**src/rtl/mem_fill_arbiter_if.sv**
```systemverilog
// Cache-miss / store request bus and memory port shared by the fill arbiter.
// master: cache + memory side; slave: the arbiter.
interface mem_fill_arbiter_if #(
  parameter int unsigned BLOCK_WORDS = 8
);
  localparam int unsigned IDX_W = (BLOCK_WORDS > 1) ? $clog2(BLOCK_WORDS) : 1;

  logic             i_miss;
  logic [15:0]      i_miss_addr;
  logic             d_miss;
  logic [15:0]      d_miss_addr;
  logic             d_wr_req;
  logic [15:0]      d_wr_addr;
  logic [15:0]      d_wr_data;
  logic             mem_data_valid;
  logic [15:0]      mem_rdata;
  logic             mem_en;
  logic             mem_wr;
  logic [15:0]      mem_addr;
  logic [15:0]      mem_wdata;
  logic             i_fill_we;
  logic             d_fill_we;
  logic [IDX_W-1:0] fill_idx;
  logic [15:0]      fill_data;
  logic             i_fill_done;
  logic             d_fill_done;
  logic             d_wr_done;
  logic             busy;

  modport master (
    output i_miss, i_miss_addr, d_miss, d_miss_addr, d_wr_req, d_wr_addr, d_wr_data,
           mem_data_valid, mem_rdata,
    input  mem_en, mem_wr, mem_addr, mem_wdata, i_fill_we, d_fill_we, fill_idx,
           fill_data, i_fill_done, d_fill_done, d_wr_done, busy
  );

  modport slave (
    input  i_miss, i_miss_addr, d_miss, d_miss_addr, d_wr_req, d_wr_addr, d_wr_data,
           mem_data_valid, mem_rdata,
    output mem_en, mem_wr, mem_addr, mem_wdata, i_fill_we, d_fill_we, fill_idx,
           fill_data, i_fill_done, d_fill_done, d_wr_done, busy
  );
endinterface

```
**src/rtl/mem_fill_arbiter.sv**
```systemverilog
// Arbitrates I-miss, D-miss and write-through store traffic onto one pipelined
// memory port; block fills stream returned words into the owning cache array.
module mem_fill_arbiter #(
  parameter int unsigned MEM_LATENCY = 4,
  parameter int unsigned BLOCK_WORDS = 8
) (
  input logic                clk,
  input logic                rst_n,
  mem_fill_arbiter_if.slave  bus
);
  localparam int unsigned IDX_W = (BLOCK_WORDS > 1) ? $clog2(BLOCK_WORDS) : 1;
  localparam int unsigned LAT_W = (MEM_LATENCY > 1) ? $clog2(MEM_LATENCY + 1) : 1;
  localparam logic [IDX_W-1:0] LAST_IDX  = IDX_W'(BLOCK_WORDS - 1);
  localparam logic [LAT_W-1:0] LAST_LAT  = LAT_W'(MEM_LATENCY - 1);
  localparam logic [15:0]      BASE_MASK = ~16'(2 * BLOCK_WORDS - 1);

  typedef enum logic [2:0] {DRAIN, IDLE, FILL_I, FILL_D, WRITE} state_t;

  state_t           state, state_nx;
  logic [IDX_W-1:0] iss_cnt, iss_cnt_nx;
  logic [IDX_W-1:0] ret_cnt, ret_cnt_nx;
  logic             iss_act, iss_act_nx;
  logic [LAT_W-1:0] lat_cnt, lat_cnt_nx;
  logic [15:0]      addr_q, addr_nx;
  logic [15:0]      wdata_q, wdata_nx;

  logic             en_c, wr_c, iwe_c, dwe_c, idone_c, ddone_c, wdone_c;
  logic [15:0]      maddr_c, mwdata_c, fdata_c;
  logic [IDX_W-1:0] idx_c;

  // State and counter registers
  always_ff @(posedge clk) begin
    if (!rst_n) begin
      state   <= DRAIN;
      iss_cnt <= '0;
      ret_cnt <= '0;
      iss_act <= 1'b0;
      lat_cnt <= '0;
      addr_q  <= '0;
      wdata_q <= '0;
    end else begin
      state   <= state_nx;
      iss_cnt <= iss_cnt_nx;
      ret_cnt <= ret_cnt_nx;
      iss_act <= iss_act_nx;
      lat_cnt <= lat_cnt_nx;
      addr_q  <= addr_nx;
      wdata_q <= wdata_nx;
    end
  end

  // Next state and port outputs
  always_comb begin
    state_nx   = state;
    iss_cnt_nx = iss_cnt;
    ret_cnt_nx = ret_cnt;
    iss_act_nx = iss_act;
    lat_cnt_nx = lat_cnt;
    addr_nx    = addr_q;
    wdata_nx   = wdata_q;
    en_c       = 1'b0;
    wr_c       = 1'b0;
    maddr_c    = '0;
    mwdata_c   = '0;
    iwe_c      = 1'b0;
    dwe_c      = 1'b0;
    idx_c      = '0;
    fdata_c    = '0;
    idone_c    = 1'b0;
    ddone_c    = 1'b0;
    wdone_c    = 1'b0;

    case (state)
      DRAIN: begin
        if (lat_cnt == LAST_LAT) begin
          state_nx   = IDLE;
          lat_cnt_nx = '0;
        end else begin
          lat_cnt_nx = lat_cnt + 1'b1;
        end
      end

      IDLE: begin
        iss_cnt_nx = '0;
        ret_cnt_nx = '0;
        lat_cnt_nx = '0;
        iss_act_nx = 1'b0;
        if (bus.d_wr_req) begin
          state_nx = WRITE;
          addr_nx  = bus.d_wr_addr;
          wdata_nx = bus.d_wr_data;
        end else if (bus.d_miss) begin
          state_nx   = FILL_D;
          addr_nx    = bus.d_miss_addr & BASE_MASK;
          iss_act_nx = 1'b1;
        end else if (bus.i_miss) begin
          state_nx   = FILL_I;
          addr_nx    = bus.i_miss_addr & BASE_MASK;
          iss_act_nx = 1'b1;
        end
      end

      FILL_I, FILL_D: begin
        // Issue and return run independently; returns lag issues by the memory latency
        if (iss_act) begin
          en_c       = 1'b1;
          maddr_c    = addr_q + 16'({iss_cnt, 1'b0});
          iss_cnt_nx = iss_cnt + 1'b1;
          if (iss_cnt == LAST_IDX) iss_act_nx = 1'b0;
        end
        if (bus.mem_data_valid) begin
          iwe_c      = (state == FILL_I);
          dwe_c      = (state == FILL_D);
          idx_c      = ret_cnt;
          fdata_c    = bus.mem_rdata;
          ret_cnt_nx = ret_cnt + 1'b1;
          if (ret_cnt == LAST_IDX) begin
            idone_c  = (state == FILL_I);
            ddone_c  = (state == FILL_D);
            state_nx = IDLE;
          end
        end
      end

      WRITE: begin
        if (lat_cnt == '0) begin
          en_c     = 1'b1;
          wr_c     = 1'b1;
          maddr_c  = addr_q;
          mwdata_c = wdata_q;
        end
        if (lat_cnt == LAST_LAT) begin
          wdone_c    = 1'b1;
          state_nx   = IDLE;
          lat_cnt_nx = '0;
        end else begin
          lat_cnt_nx = lat_cnt + 1'b1;
        end
      end

      default: state_nx = DRAIN;
    endcase
  end

  // Reset forces every strobe low at once so an aborted fill cannot write
  assign bus.mem_en      = rst_n & en_c;
  assign bus.mem_wr      = rst_n & wr_c;
  assign bus.mem_addr    = rst_n ? maddr_c : '0;
  assign bus.mem_wdata   = rst_n ? mwdata_c : '0;
  assign bus.i_fill_we   = rst_n & iwe_c;
  assign bus.d_fill_we   = rst_n & dwe_c;
  assign bus.fill_idx    = rst_n ? idx_c : '0;
  assign bus.fill_data   = rst_n ? fdata_c : '0;
  assign bus.i_fill_done = rst_n & idone_c;
  assign bus.d_fill_done = rst_n & ddone_c;
  assign bus.d_wr_done   = rst_n & wdone_c;
  assign bus.busy        = (state != IDLE);
endmodule

```
**src/flat_wrapper.sv**
```systemverilog
// flat-port wrapper written by rule: the top's interface ports become plain ports
module mem_fill_arbiter_flat 
#(
  parameter int unsigned MEM_LATENCY = 4,
  parameter int unsigned BLOCK_WORDS = 8
)
  (clk, rst_n, bus_i_miss, bus_i_miss_addr, bus_d_miss, bus_d_miss_addr, bus_d_wr_req, bus_d_wr_addr, bus_d_wr_data, bus_mem_data_valid, bus_mem_rdata, bus_mem_en, bus_mem_wr, bus_mem_addr, bus_mem_wdata, bus_i_fill_we, bus_d_fill_we, bus_fill_idx, bus_fill_data, bus_i_fill_done, bus_d_fill_done, bus_d_wr_done, bus_busy);
  mem_fill_arbiter_if #(.BLOCK_WORDS(BLOCK_WORDS)) bus_i ();
  input logic clk;
  input logic rst_n;
  input wire logic [$bits(bus_i.i_miss)-1:0] bus_i_miss;
  input wire logic [$bits(bus_i.i_miss_addr)-1:0] bus_i_miss_addr;
  input wire logic [$bits(bus_i.d_miss)-1:0] bus_d_miss;
  input wire logic [$bits(bus_i.d_miss_addr)-1:0] bus_d_miss_addr;
  input wire logic [$bits(bus_i.d_wr_req)-1:0] bus_d_wr_req;
  input wire logic [$bits(bus_i.d_wr_addr)-1:0] bus_d_wr_addr;
  input wire logic [$bits(bus_i.d_wr_data)-1:0] bus_d_wr_data;
  input wire logic [$bits(bus_i.mem_data_valid)-1:0] bus_mem_data_valid;
  input wire logic [$bits(bus_i.mem_rdata)-1:0] bus_mem_rdata;
  output wire logic [$bits(bus_i.mem_en)-1:0] bus_mem_en;
  output wire logic [$bits(bus_i.mem_wr)-1:0] bus_mem_wr;
  output wire logic [$bits(bus_i.mem_addr)-1:0] bus_mem_addr;
  output wire logic [$bits(bus_i.mem_wdata)-1:0] bus_mem_wdata;
  output wire logic [$bits(bus_i.i_fill_we)-1:0] bus_i_fill_we;
  output wire logic [$bits(bus_i.d_fill_we)-1:0] bus_d_fill_we;
  output wire logic [$bits(bus_i.fill_idx)-1:0] bus_fill_idx;
  output wire logic [$bits(bus_i.fill_data)-1:0] bus_fill_data;
  output wire logic [$bits(bus_i.i_fill_done)-1:0] bus_i_fill_done;
  output wire logic [$bits(bus_i.d_fill_done)-1:0] bus_d_fill_done;
  output wire logic [$bits(bus_i.d_wr_done)-1:0] bus_d_wr_done;
  output wire logic [$bits(bus_i.busy)-1:0] bus_busy;
  assign bus_i.i_miss = bus_i_miss;
  assign bus_i.i_miss_addr = bus_i_miss_addr;
  assign bus_i.d_miss = bus_d_miss;
  assign bus_i.d_miss_addr = bus_d_miss_addr;
  assign bus_i.d_wr_req = bus_d_wr_req;
  assign bus_i.d_wr_addr = bus_d_wr_addr;
  assign bus_i.d_wr_data = bus_d_wr_data;
  assign bus_i.mem_data_valid = bus_mem_data_valid;
  assign bus_i.mem_rdata = bus_mem_rdata;
  assign bus_mem_en = bus_i.mem_en;
  assign bus_mem_wr = bus_i.mem_wr;
  assign bus_mem_addr = bus_i.mem_addr;
  assign bus_mem_wdata = bus_i.mem_wdata;
  assign bus_i_fill_we = bus_i.i_fill_we;
  assign bus_d_fill_we = bus_i.d_fill_we;
  assign bus_fill_idx = bus_i.fill_idx;
  assign bus_fill_data = bus_i.fill_data;
  assign bus_i_fill_done = bus_i.i_fill_done;
  assign bus_d_fill_done = bus_i.d_fill_done;
  assign bus_d_wr_done = bus_i.d_wr_done;
  assign bus_busy = bus_i.busy;
  mem_fill_arbiter #(.MEM_LATENCY(MEM_LATENCY), .BLOCK_WORDS(BLOCK_WORDS)) u_core (.clk(clk), .rst_n(rst_n), .bus(bus_i));
endmodule
```
**config.mk**
```make
export PLATFORM = sky130hd
export DESIGN_NAME = mem_fill_arbiter_flat
export DESIGN_NICKNAME = d
export VERILOG_FILES = /design/src/rtl/mem_fill_arbiter_if.sv /design/src/rtl/mem_fill_arbiter.sv /design/src/flat_wrapper.sv
export SDC_FILE = /design/constraint.sdc
export NUM_CORES = 1
export LEC_CHECK = 0
export ABC_CLOCK_PERIOD_IN_PS = 6100
export CAP_MARGIN = 10
export CELL_PAD_IN_SITES_DETAIL_PLACEMENT = 1
export CELL_PAD_IN_SITES_GLOBAL_PLACEMENT = 2
export CORE_ASPECT_RATIO = 1.2
export CORE_MARGIN = 1
export CORE_UTILIZATION = 37
export CTS_CLUSTER_DIAMETER = 80
export DETAILED_ROUTE_END_ITERATION = 16
export DONT_BUFFER_PORTS = 1
export MAX_ROUTING_LAYER = met4
export PLACE_DENSITY_LB_ADDON = 0.05
export SLEW_MARGIN = 40
export SYNTH_ARGS = -nofsm -noshare
export SYNTH_HDL_FRONTEND = slang
export SYNTH_SLANG_ARGS = --single-unit
export TNS_END_PERCENT = 20
```
**constraint.sdc**
```tcl
create_clock -name clk -period 6.1 [get_ports clk]
set_input_delay 0.305 -clock clk [delete_from_list [all_inputs] [get_ports clk]]
set_output_delay 0.305 -clock clk [all_outputs]
set_load 0.05 [all_outputs]
```
==> results.sh, run 1 <==
export IMPL_status="finished, final reports clean"
export IMPL_critPathRequiredTime_ns=5.79
export IMPL_critical_path_peak_fanout=5
export IMPL_routed_via_density=5.66
export IMPL_placeableCoreArea_mm2=0.00820
export IMPL_combined_area_of_the_multi_input_logic_cells_mm2=0.00215
export IMPL_finalHoldViolations=0
export IMPL_r2r_end="u_core.addr_q[3]$_SDFFE_PN0P_"
export IMPL_drt_pass1_iter_count=4
export IMPL_die_h_um=103
export IMPL_synth_top_family_by_area="simple AND/OR/NAND/NOR gates"
export IMPL_fp_dieArea_mm2=0.00895
export IMPL_place_hpwl_um=6010
export IMPL_numClockSinks=45
export IMPL_grt_first_pass_wirelength_um=12600
export IMPL_route_detailed_drc=0
export IMPL_ys_dominant_reg_cell="dfxtp_1"
export IMPL_timing_final_ws_setup_ns=2.88
export IMPL_drtIter0Drc=94
export IMPL_dr_total_vias=2726
export IMPL_rsz_0062_raised_after_global_routing="false"
export IMPL_synth_top_cell_by_area="dfxtp_1"
export IMPL_antenna_found_initial=0
export IMPL_min_from="bus_d_wr_data[10]"
export IMPL_htreeDepth=2
export IMPL_tritoncts="yes"
export IMPL_worst_hold_slack_across_all_endpoints_ns=0.116
export IMPL_place_worst_setup_slack_ns=2.99
export IMPL_gp_routability_congestion=0.735
export IMPL_cp_data_arrival_time_ns=2.92
export IMPL_cts_made_buffers=5
export IMPL_ys_ff_latch=45
export IMPL_ant_nets=0
export IMPL_avgSynthCellArea_um2=8.20
export IMPL_top_cells_by_count_synth="nand2_1, dfxtp_1, mux2i_1"
export IMPL_post_cts_setup_repair_bufs=0
export IMPL_power_leakage_nw=1.35
export IMPL_period_minus_slack_ns=3.22
export IMPL_drv_cap=0
export IMPL_async_reset_ff_share_pct=0
export IMPL_drt_total_wl_um=8190
export IMPL_netlist_instances=387
export IMPL_critical_path_max_stage_delay_ns=0.45
export IMPL_fin_tns_setup_ns=0
export IMPL_synth_edff_count=0
export IMPL_area_delta_synth_final_pct=5.37
export IMPL_placementRows=36
export IMPL_finalMaxSlewViolations=0
export IMPL_setup_worst_path_start_class="register"
export IMPL_netlist_top_cells_area="dfxtp_1, mux2i_1, nand2_1, nor2b_1, and3_1"
export IMPL_grt_busiest_layer="met2"
export IMPL_worstReg2RegStart="u_core.state[0]$_SDFFE_PN0P_"
export IMPL_synth_top_area_share_pct=28.4
export IMPL_cts_max_path_buffers=2
export IMPL_design_area_mm2=0.00334
export IMPL_postSynthNetCount=483
export IMPL_synthSimpleGateAreaFrac_pct=31.3
export IMPL_grtUsageMet2_pct=33.9
export IMPL_syn_area_mm2=0.00317
export IMPL_port_buffer_count=0
export IMPL_synth_seq_area_share_pct=28.4
export IMPL_cp_cell_sequence="ha_1 -> inv_1 -> fa_1 -> nor2b_1 -> o211ai_1 -> or4_1 -> nand3_1"
export IMPL_post_cts_resized_instances=0
export IMPL_finalSetupViolations=0
export IMPL_clock_latency_ns=0.31
export IMPL_area_fraction_in_compound_gates_after_synthesis_pct=20.4
export IMPL_cts_root_buffer="clkbuf_8"
export IMPL_gr_usage_met3_pct=3.81
export IMPL_synth_mux_area_share_pct=8.84
export IMPL_ir_worst_vdd_mv=0.108
export IMPL_min_path_type="input pin to register"
export IMPL_fin_worst_skew_ns=0.00634
export IMPL_rrSetupSlack_ns=3.95
export IMPL_synth_xor_area_share_pct=0
export IMPL_drive_above_1_share_pct=9.24
export IMPL_critPathKind="register to primary output"
export IMPL_crit_path_end_kind="primary output"
export IMPL_global_route_usage_met1_pct=20.3
export IMPL_clk_pin_slew_ns=0.10
export IMPL_overall_overflow_remaining_after_global_route=0
export IMPL_final_seq_area_um2=902
export IMPL_rr_worst_depth=5
export IMPL_cpLargestDelayFamily="simple AND/OR/NAND/NOR gates"
export IMPL_yosysMostFrequentCell="nand2_1"
export IMPL_grt_pass1_vias=2533
export IMPL_cts_hold_buffers=0
export IMPL_synth_cell_types=60
export IMPL_final_fill_count=1008
export IMPL_antenna_cells_inserted=0
export IMPL_finish_net_count=463
export IMPL_post_route_period_util_pct=52.8
export IMPL_globalRouteTotalUtil_pct=18.6
export IMPL_post_synth_fa_ha_maj_area_fraction_pct=4.18
export IMPL_wl_per_cell_um=17.0
export IMPL_yosys_warnings=0
export IMPL_worstHoldEndpoint="u_core.wdata_q[10]$_SDFFE_PN0P_"
export IMPL_post_dp_cell_area_mm2=0.00324
export IMPL_worst_slew_pin_transition_ns=0.856
export IMPL_i_o_pins=145
export IMPL_start_util_pct=38.7
export IMPL_grt_max_degree=53
export IMPL_worstHoldPathCells=2
export IMPL_worst_slew_margin_rel_pct=42.6
export IMPL_die_width_um=86.5
export IMPL_cpMaxStageDelayCell="or4_1"
export IMPL_critical_path_buf_inv_count=1
export IMPL_fmax_ghz=0.310
export IMPL_power_per_cell_area_mw_per_mm2=276
## cell families after synthesis
| kind of cell | Yosys count |
|---|---|
| buffers and inverters | 39 |
| and+or+nand+nor | 175 |
| AOI/OAI and AO/OA | 90 |
| adders and majority gates | 10 |
| DFF | 45 |
| muxes | 28 |
## flip-flops by register name, summed over array words and instances, names as in the netlist
signal	flops
u_core.addr_q	16
u_core.wdata_q	16
u_core.iss_cnt	3
u_core.lat_cnt	3
u_core.ret_cnt	3
u_core.state	3
u_core.iss_act	1
## routing by layer
layer / wire length (µm) / vias to the layer above
met5: 0 / -
li1: - / 1326
met2: 4160 / 105
met3: 515 / 11
met1: 3390 / 1284
met4: 131 / 0
## worst reg2reg max path, stage by stage, from the launching register on
cell and delay (ns):
dfxtp_1 0.66, nor3b_4 0.41, inv_2 0.23, nor2_4 0.49
a22oi_1 0.17, nor2b_1 0.13
## metrics by stage
stage / utilization (%) / power, W / std cells
after detailed placement: 39.5 / 0.000733 / 474
after global placement: 38.8 / 0.000712 / 474
final: 40.8 / 0.000923 / 482
after floorplan: - / 0.000682 / 387
after CTS: 40.7 / 0.000939 / 482
after global routing: 40.8 / 0.000984 / 482
## power by group
part	switching, W	internal (W)
clock network	0.000119	0.0000830
logic	0.000189	0.000123
registers	0.0000716	0.000337
total	0.000380	0.000543
## layout by cell type (no fill, tap or decap), types with 2 or more instances in the layout
master,count
nand2_1,58
dfxtp_1,44
mux2i_1,28
nor2b_1,27
and3_1,25
and2_1,22
o21ai_0,18
a21boi_1,18
a21oi_1,14
inv_1,9
nor2_1,9
ha_1,9
a22oi_1,8
clkbuf_8,5
nand4_1,4
nor3_1,4
a311oi_4,4
nor2_2,4
nand3_1,3
o211ai_1,3
a21boi_0,3
and4_1,2
a211o_1,2
and3b_1,2
o211a_1,2
buf_4,2
## final cells by class
type | instances | share of cell area (%)
Tap cell | 114 | 4.27
Multi-Input combinational cell | 303 | 64.4
Clock inverter | 3 | 0.749
Clock buffer | 5 | 2.06
Sequential cell | 45 | 27.0
Timing Repair Buffer | 2 | 0.449
Inverter | 10 | 1.12
## worst max path at each step
stage,start,endpoint,cells past startpoint
3_3_place_gp,u_core.state[1]$_SDFFE_PN0P_,bus_mem_addr[15],4
5_1_grt,u_core.iss_cnt[0]$_SDFFE_PN0P_,bus_mem_addr[11],7
2_1_floorplan,u_core.iss_cnt[0]$_SDFFE_PN0P_,bus_mem_addr[9],7
3_5_place_dp,u_core.state[1]$_SDFFE_PN0P_,bus_d_fill_done,4
4_1_cts,u_core.state[1]$_SDFFE_PN0P_,bus_d_fill_done,4
6_report,u_core.iss_cnt[0]$_SDFFE_PN0P_,bus_mem_addr[11],7
No activity file was read; power rests on OpenSTA's default activity.
==> inputs of run 2 (changes only) <==
--- a/config.mk
+++ b/config.mk
@@ -5,13 +5,13 @@
 export SDC_FILE = /design/constraint.sdc
 export NUM_CORES = 1
 export LEC_CHECK = 0
-export ABC_CLOCK_PERIOD_IN_PS = 6100
+export ABC_CLOCK_PERIOD_IN_PS = 2690
 export CAP_MARGIN = 10
 export CELL_PAD_IN_SITES_DETAIL_PLACEMENT = 1
 export CELL_PAD_IN_SITES_GLOBAL_PLACEMENT = 2
 export CORE_ASPECT_RATIO = 1.2
 export CORE_MARGIN = 1
-export CORE_UTILIZATION = 37
+export CORE_UTILIZATION = 31
 export CTS_CLUSTER_DIAMETER = 80
 export DETAILED_ROUTE_END_ITERATION = 16
 export DONT_BUFFER_PORTS = 1
==> constraint.sdc (replaced) <==
create_clock -name clk -period 2.69 [get_ports clk]
set_input_delay 0.1345 -clock clk [delete_from_list [all_inputs] [get_ports clk]]
set_output_delay 0.1345 -clock clk [all_outputs]
set_load 0.05 [all_outputs]
==> results.sh, run 2 (synthesis results as in run 1) <==
export IMPL_status="finished, final reports clean"
export IMPL_gp_routability_congestion=0.821
export IMPL_rrSetupSlack_ns=0.54
export IMPL_numPlacedInstances=528
export IMPL_cp_depth=8
export IMPL_cts_made_buffers=5
export IMPL_drt_pass1_iter_count=4
export IMPL_rr_worst_depth=6
export IMPL_i_o_pins=145
export IMPL_stdcell_count=555
export IMPL_htreeDepth=2
export IMPL_min_from="bus_mem_data_valid"
export IMPL_cp_cell_sequence="ha_1 -> inv_1 -> fa_2 -> nor2b_4 -> o211ai_1 -> or4_1 -> nand3_1 -> buf_4"
export IMPL_port_buffer_count=0
export IMPL_power_per_cell_area_mw_per_mm2=591
export IMPL_worstReg2RegStart="u_core.state[0]$_SDFFE_PN0P_"
export IMPL_fin_tns_setup_ns=0
export IMPL_finish_net_count=524
export IMPL_globalRouteTotalUtil_pct=17.6
export IMPL_area_delta_synth_final_pct=23.7
export IMPL_drive_above_1_share_pct=17.9
export IMPL_fin_worst_skew_ns=0.00534
export IMPL_rsz_0062_raised_after_global_routing="false"
export IMPL_min_path_type="input pin to register"
export IMPL_critPathRequiredTime_ns=2.56
export IMPL_cpMaxStageDelayCell="or4_1"
export IMPL_drtIter0Drc=66
export IMPL_final_fill_count=1198
export IMPL_post_route_period_util_pct=93.7
export IMPL_mostFrequentLayoutCell="nand2_1"
export IMPL_top_regs="u_core.addr_q (16), u_core.wdata_q (16)"
export IMPL_crit_path_end_kind="primary output"
export IMPL_overall_overflow_remaining_after_global_route=0
export IMPL_mostFrequentLayoutCells="nand2_1, dfxtp_1, buf_4"
export IMPL_critical_path_max_stage_delay_ns=0.43
export IMPL_grt_max_degree=46
export IMPL_clk_pin_slew_ns=0.07
export IMPL_critPathKind="register to primary output"
export IMPL_total_power_w=0.00232
export IMPL_numClockSinks=45
export IMPL_wl_per_cell_um=16.1
export IMPL_placeableCoreArea_mm2=0.00996
export IMPL_drt_total_wl_um=8940
export IMPL_worst_setup_path_startpoint="u_core.addr_q[1]$_SDFFE_PN0P_"
export IMPL_fmax_ghz=0.397
export IMPL_grt_first_pass_wirelength_um=14100
export IMPL_worst_slew_margin_rel_pct=60.3
export IMPL_dr_total_vias=2942
export IMPL_critical_path_peak_fanout=5
export IMPL_post_route_util_pct=39.4
export IMPL_route_detailed_drc=0
export IMPL_place_hpwl_um=6310
export IMPL_die_width_um=94.3
export IMPL_cp_data_arrival_time_ns=2.39
export IMPL_antenna_found_initial=0
export IMPL_cts_root_buffer="clkbuf_16"
export IMPL_r2r_end="u_core.wdata_q[1]$_SDFFE_PN0P_"
export IMPL_ant_nets=0
export IMPL_worst_slew_pin_transition_ns=0.594
export IMPL_finalHoldViolations=0
export IMPL_tritoncts="yes"
export IMPL_start_util_pct=31.8
export IMPL_finalSetupViolations=0
export IMPL_setup_worst_path_start_class="register"
export IMPL_power_leakage_nw=1.69
export IMPL_cts_max_path_buffers=2
export IMPL_die_h_um=113
export IMPL_placementRows=40
export IMPL_worstHoldPathCells=2
export IMPL_period_minus_slack_ns=2.52
export IMPL_ir_worst_vdd_mv=0.224
export IMPL_cpLargestDelayFamily="simple AND/OR/NAND/NOR gates"
export IMPL_clock_latency_ns=0.29
export IMPL_fp_dieArea_mm2=0.0106
export IMPL_grt_pass1_vias=2757
export IMPL_worstHoldEndpoint="u_core.ret_cnt[2]$_SDFFE_PN0P_"
export IMPL_drv_cap=0
export IMPL_routed_via_density=5.30
export IMPL_worst_hold_slack_across_all_endpoints_ns=0.0276
export IMPL_critical_path_buf_inv_count=2
export IMPL_finalMaxSlewViolations=0
export IMPL_antenna_cells_inserted=0
-- run 2: cell types whose count changed in the layout (fill, tap and decap cells not counted), sizes merged --
cell,previous run,this run
buf,2,47
clkinv,1,0
dlygate4sd3,0,16
inv,11,12
-- run 2: what timing repair did --
action                                  CTS  global route
hold buffers                             17             0
buffers inserted                          1             1
pin swaps                                 1             1
endpoints found under the setup margin    2             3
hold endpoints to repair                 45             0
resized for setup                         2             3
-- run 2: layer usage --
metal,vias to the layer above,GRT usage [%],wire (µm)
met5,-,-,0
met4,0,4.31,82
met3,7,3.83,504
met2,107,30.6,4520
met1,1380,20.3,3820
li1,1448,-,-
-- run 2: final cells by class --
| cell class | count | area (µm²) | area share [%] |
|---|---|---|---|
| Clock buffer | 5 | 125 | 3.19 |
| Inverter | 10 | 37.5 | 0.957 |
| Multi-Input combinational cell | 303 | 2100 | 53.5 |
| Clock inverter | 3 | 25.0 | 0.638 |
| Tap cell | 126 | 158 | 4.02 |
| Timing Repair Buffer | 63 | 576 | 14.7 |
| Sequential cell | 45 | 902 | 23.0 |
-- run 2: report_power, final --
group	leakage [nW]	internal [W]	total, W	switching [W]
logic	1.25	0.000326	0.000795	0.000469
registers	0.366	0.000763	0.000886	0.000123
clock network	0.0708	0.000351	0.000640	0.000289
-- run 2: metrics by stage --
step / cell area (µm²) / setup slack (ns)
6_report: 3920 / 0.170
4_1_cts: 3910 / 0.0212
5_1_grt: 3920 / 0.0134
3_5_place_dp: 3560 / 0.188
2_1_floorplan: 3180 / -0.107
3_3_place_gp: 3560 / 0.246
-- run 2: worst max path at each step --
stage                                   to
after floorplan            bus_mem_addr[7]
after global placement    bus_mem_addr[11]
after detailed placement  bus_mem_addr[11]
after CTS                 bus_mem_addr[11]
after global routing      bus_mem_addr[11]
final                     bus_mem_addr[11]
==> inputs of run 3 (changes only) <==
--- a/config.mk
+++ b/config.mk
@@ -15,6 +15,7 @@
 export CTS_CLUSTER_DIAMETER = 80
 export DETAILED_ROUTE_END_ITERATION = 16
 export DONT_BUFFER_PORTS = 1
+export HOLD_SLACK_MARGIN = 0.08
 export MAX_ROUTING_LAYER = met4
 export PLACE_DENSITY_LB_ADDON = 0.05
 export SLEW_MARGIN = 40
==> results.sh, run 3 (synthesis results as in run 1) <==
export IMPL_status="finished, final reports clean"
export IMPL_final_fill_count=1196
export IMPL_cts_root_buffer="clkbuf_16"
export IMPL_die_h_um=113
export IMPL_area_delta_synth_final_pct=25.6
export IMPL_place_hpwl_um=6310
export IMPL_worstHoldPathCells=2
export IMPL_placementRows=40
export IMPL_fin_worst_skew_ns=0.00350
export IMPL_antenna_found_initial=0
export IMPL_worst_slew_margin_rel_pct=60.5
export IMPL_antenna_cells_inserted=0
export IMPL_finalHoldViolations=0
export IMPL_worstReg2RegStart="u_core.state[0]$_SDFFE_PN0P_"
export IMPL_switchingPower_w=0.000886
export IMPL_power_per_cell_area_mw_per_mm2=585
export IMPL_top_regs="u_core.addr_q (16), u_core.wdata_q (16)"
export IMPL_i_o_pins=145
export IMPL_grt_first_pass_wirelength_um=14300
export IMPL_drive_above_1_share_pct=17.7
export IMPL_setup_worst_path_start_class="register"
export IMPL_fmax_ghz=0.397
export IMPL_finalSetupViolations=0
export IMPL_numPlacedInstances=528
export IMPL_cts_made_buffers=5
export IMPL_post_route_period_util_pct=93.6
export IMPL_clk_pin_slew_ns=0.07
export IMPL_die_width_um=94.3
export IMPL_critPathRequiredTime_ns=2.56
export IMPL_worstHoldEndpoint="u_core.iss_act$_SDFFE_PN0P_"
export IMPL_min_from="bus_i_miss"
export IMPL_htreeDepth=2
export IMPL_min_path_type="input pin to register"
export IMPL_cts_max_path_buffers=2
export IMPL_grt_max_degree=46
export IMPL_drt_pass1_iter_count=4
export IMPL_start_util_pct=31.8
export IMPL_wl_per_cell_um=16.1
export IMPL_rrSetupSlack_ns=0.54
export IMPL_ir_worst_vdd_mv=0.225
export IMPL_ant_nets=0
export IMPL_rr_worst_depth=6
export IMPL_critPathKind="register to primary output"
export IMPL_port_buffer_count=0
export IMPL_cp_data_arrival_time_ns=2.38
export IMPL_crit_path_end_kind="primary output"
export IMPL_globalRouteTotalUtil_pct=17.8
export IMPL_rsz_0062_raised_after_global_routing="false"
export IMPL_power_clock_fraction_pct=27.5
export IMPL_design_area_mm2=0.00398
export IMPL_power_leakage_nw=1.72
export IMPL_post_dp_cell_area_mm2=0.00356
export IMPL_r2r_end="u_core.wdata_q[1]$_SDFFE_PN0P_"
export IMPL_tritoncts="yes"
export IMPL_cell_internal_pwr_w=0.00145
export IMPL_drt_total_wl_um=9040
export IMPL_mostFrequentLayoutCell="nand2_1"
export IMPL_worst_slew_pin_transition_ns=0.591
export IMPL_grt_pass1_vias=2782
export IMPL_drv_cap=0
export IMPL_period_minus_slack_ns=2.52
export IMPL_p_sw_share_pct=38.0
export IMPL_clock_latency_ns=0.29
export IMPL_fin_tns_setup_ns=0
export IMPL_route_detailed_drc=0
export IMPL_gp_routability_congestion=0.821
export IMPL_routed_via_density=5.27
export IMPL_comb_power_share_pct=34.5
export IMPL_overall_overflow_remaining_after_global_route=0
export IMPL_finalMaxSlewViolations=0
export IMPL_placeableCoreArea_mm2=0.00996
export IMPL_post_route_util_pct=40.0
export IMPL_dr_total_vias=2959
export IMPL_critical_path_peak_fanout=5
export IMPL_share_seq_of_total_power_pct=38.0
export IMPL_drtIter0Drc=91
export IMPL_fp_dieArea_mm2=0.0106
export IMPL_stdcell_count=561
export IMPL_mostFrequentLayoutCells="nand2_1, dfxtp_1, buf_4"
export IMPL_numClockSinks=45
export IMPL_finish_net_count=530
==> run 3: cell count changes in the layout (fill, tap and decap cells not counted), sizes merged <==
cell and delta:
dlygate4sd3 +6
==> run 3: metal layers <==
layer	global-route usage [%]	vias up	routed length, µm
li1	-	1461	-
met1	20.8	1390	3950
met2	30.7	101	4510
met4	4.31	0	90
met5	-	-	0
met3	3.76	7	487
==> run 3: power groups by stage <==
stage          combinational [W]  sequential [W]  clock, W
6_report                0.000803        0.000886  0.000642
5_1_grt                 0.000889        0.000911  0.000690
4_1_cts                 0.000821        0.000889  0.000667
3_5_place_dp            0.000779        0.000905         0
3_3_place_gp            0.000762        0.000899         0
2_1_floorplan           0.000709        0.000841         0
==> run 3: stage by stage <==
stage	hold WS, ns	setup WS, ns	power [W]
finish	0.0996	0.173	0.00233
global route	0.132	0.0134	0.00249
CTS	0.100	0.0212	0.00238
detailed placement	0.277	0.188	0.00168
global placement	0.272	0.246	0.00166
floorplan	0.269	-0.107	0.00155
==> run 3: cell type report <==
| type | count | area, µm² | share of cell area [%] |
|---|---|---|---|
| tap | 126 | 158 | 3.96 |
| clock inverter | 3 | 25.0 | 0.628 |
| clock buffer | 5 | 125 | 3.14 |
| timing repair buffer | 69 | 636 | 16.0 |
| sequential | 45 | 902 | 22.6 |
| inverter | 10 | 37.5 | 0.942 |
| multi-input combinational | 303 | 2100 | 52.7 |
==> run 3: timing repair <==
item,in CTS,in global routing
pin swaps,1,1
hold buffers,23,0
setup buffers,1,1
endpoints found under the hold margin,45,0
resized for setup,2,3
setup endpoints to repair,2,3
==> run 3: worst max-delay path: stages (launching register included) <==
cell      delay, ns
dfxtp_1        0.36
ha_1           0.19
inv_1          0.08
fa_2           0.41
nor2b_4        0.17
o211ai_1       0.16
or4_1          0.43
nand3_1        0.09
buf_4          0.20
==> run 3: worst max-delay path by stage <==
stage / startpoint / endpoint / slack [ns] / cells past startpoint
2_1_floorplan: u_core.iss_cnt[0]$_SDFFE_PN0P_ / bus_mem_addr[7] / -0.11 / 7
3_3_place_gp: u_core.iss_cnt[0]$_SDFFE_PN0P_ / bus_mem_addr[11] / 0.25 / 8
3_5_place_dp: u_core.iss_cnt[0]$_SDFFE_PN0P_ / bus_mem_addr[11] / 0.19 / 8
4_1_cts: u_core.iss_cnt[0]$_SDFFE_PN0P_ / bus_mem_addr[11] / 0.02 / 8
5_1_grt: u_core.addr_q[1]$_SDFFE_PN0P_ / bus_mem_addr[11] / 0.01 / 8
6_report: u_core.addr_q[1]$_SDFFE_PN0P_ / bus_mem_addr[11] / 0.17 / 8
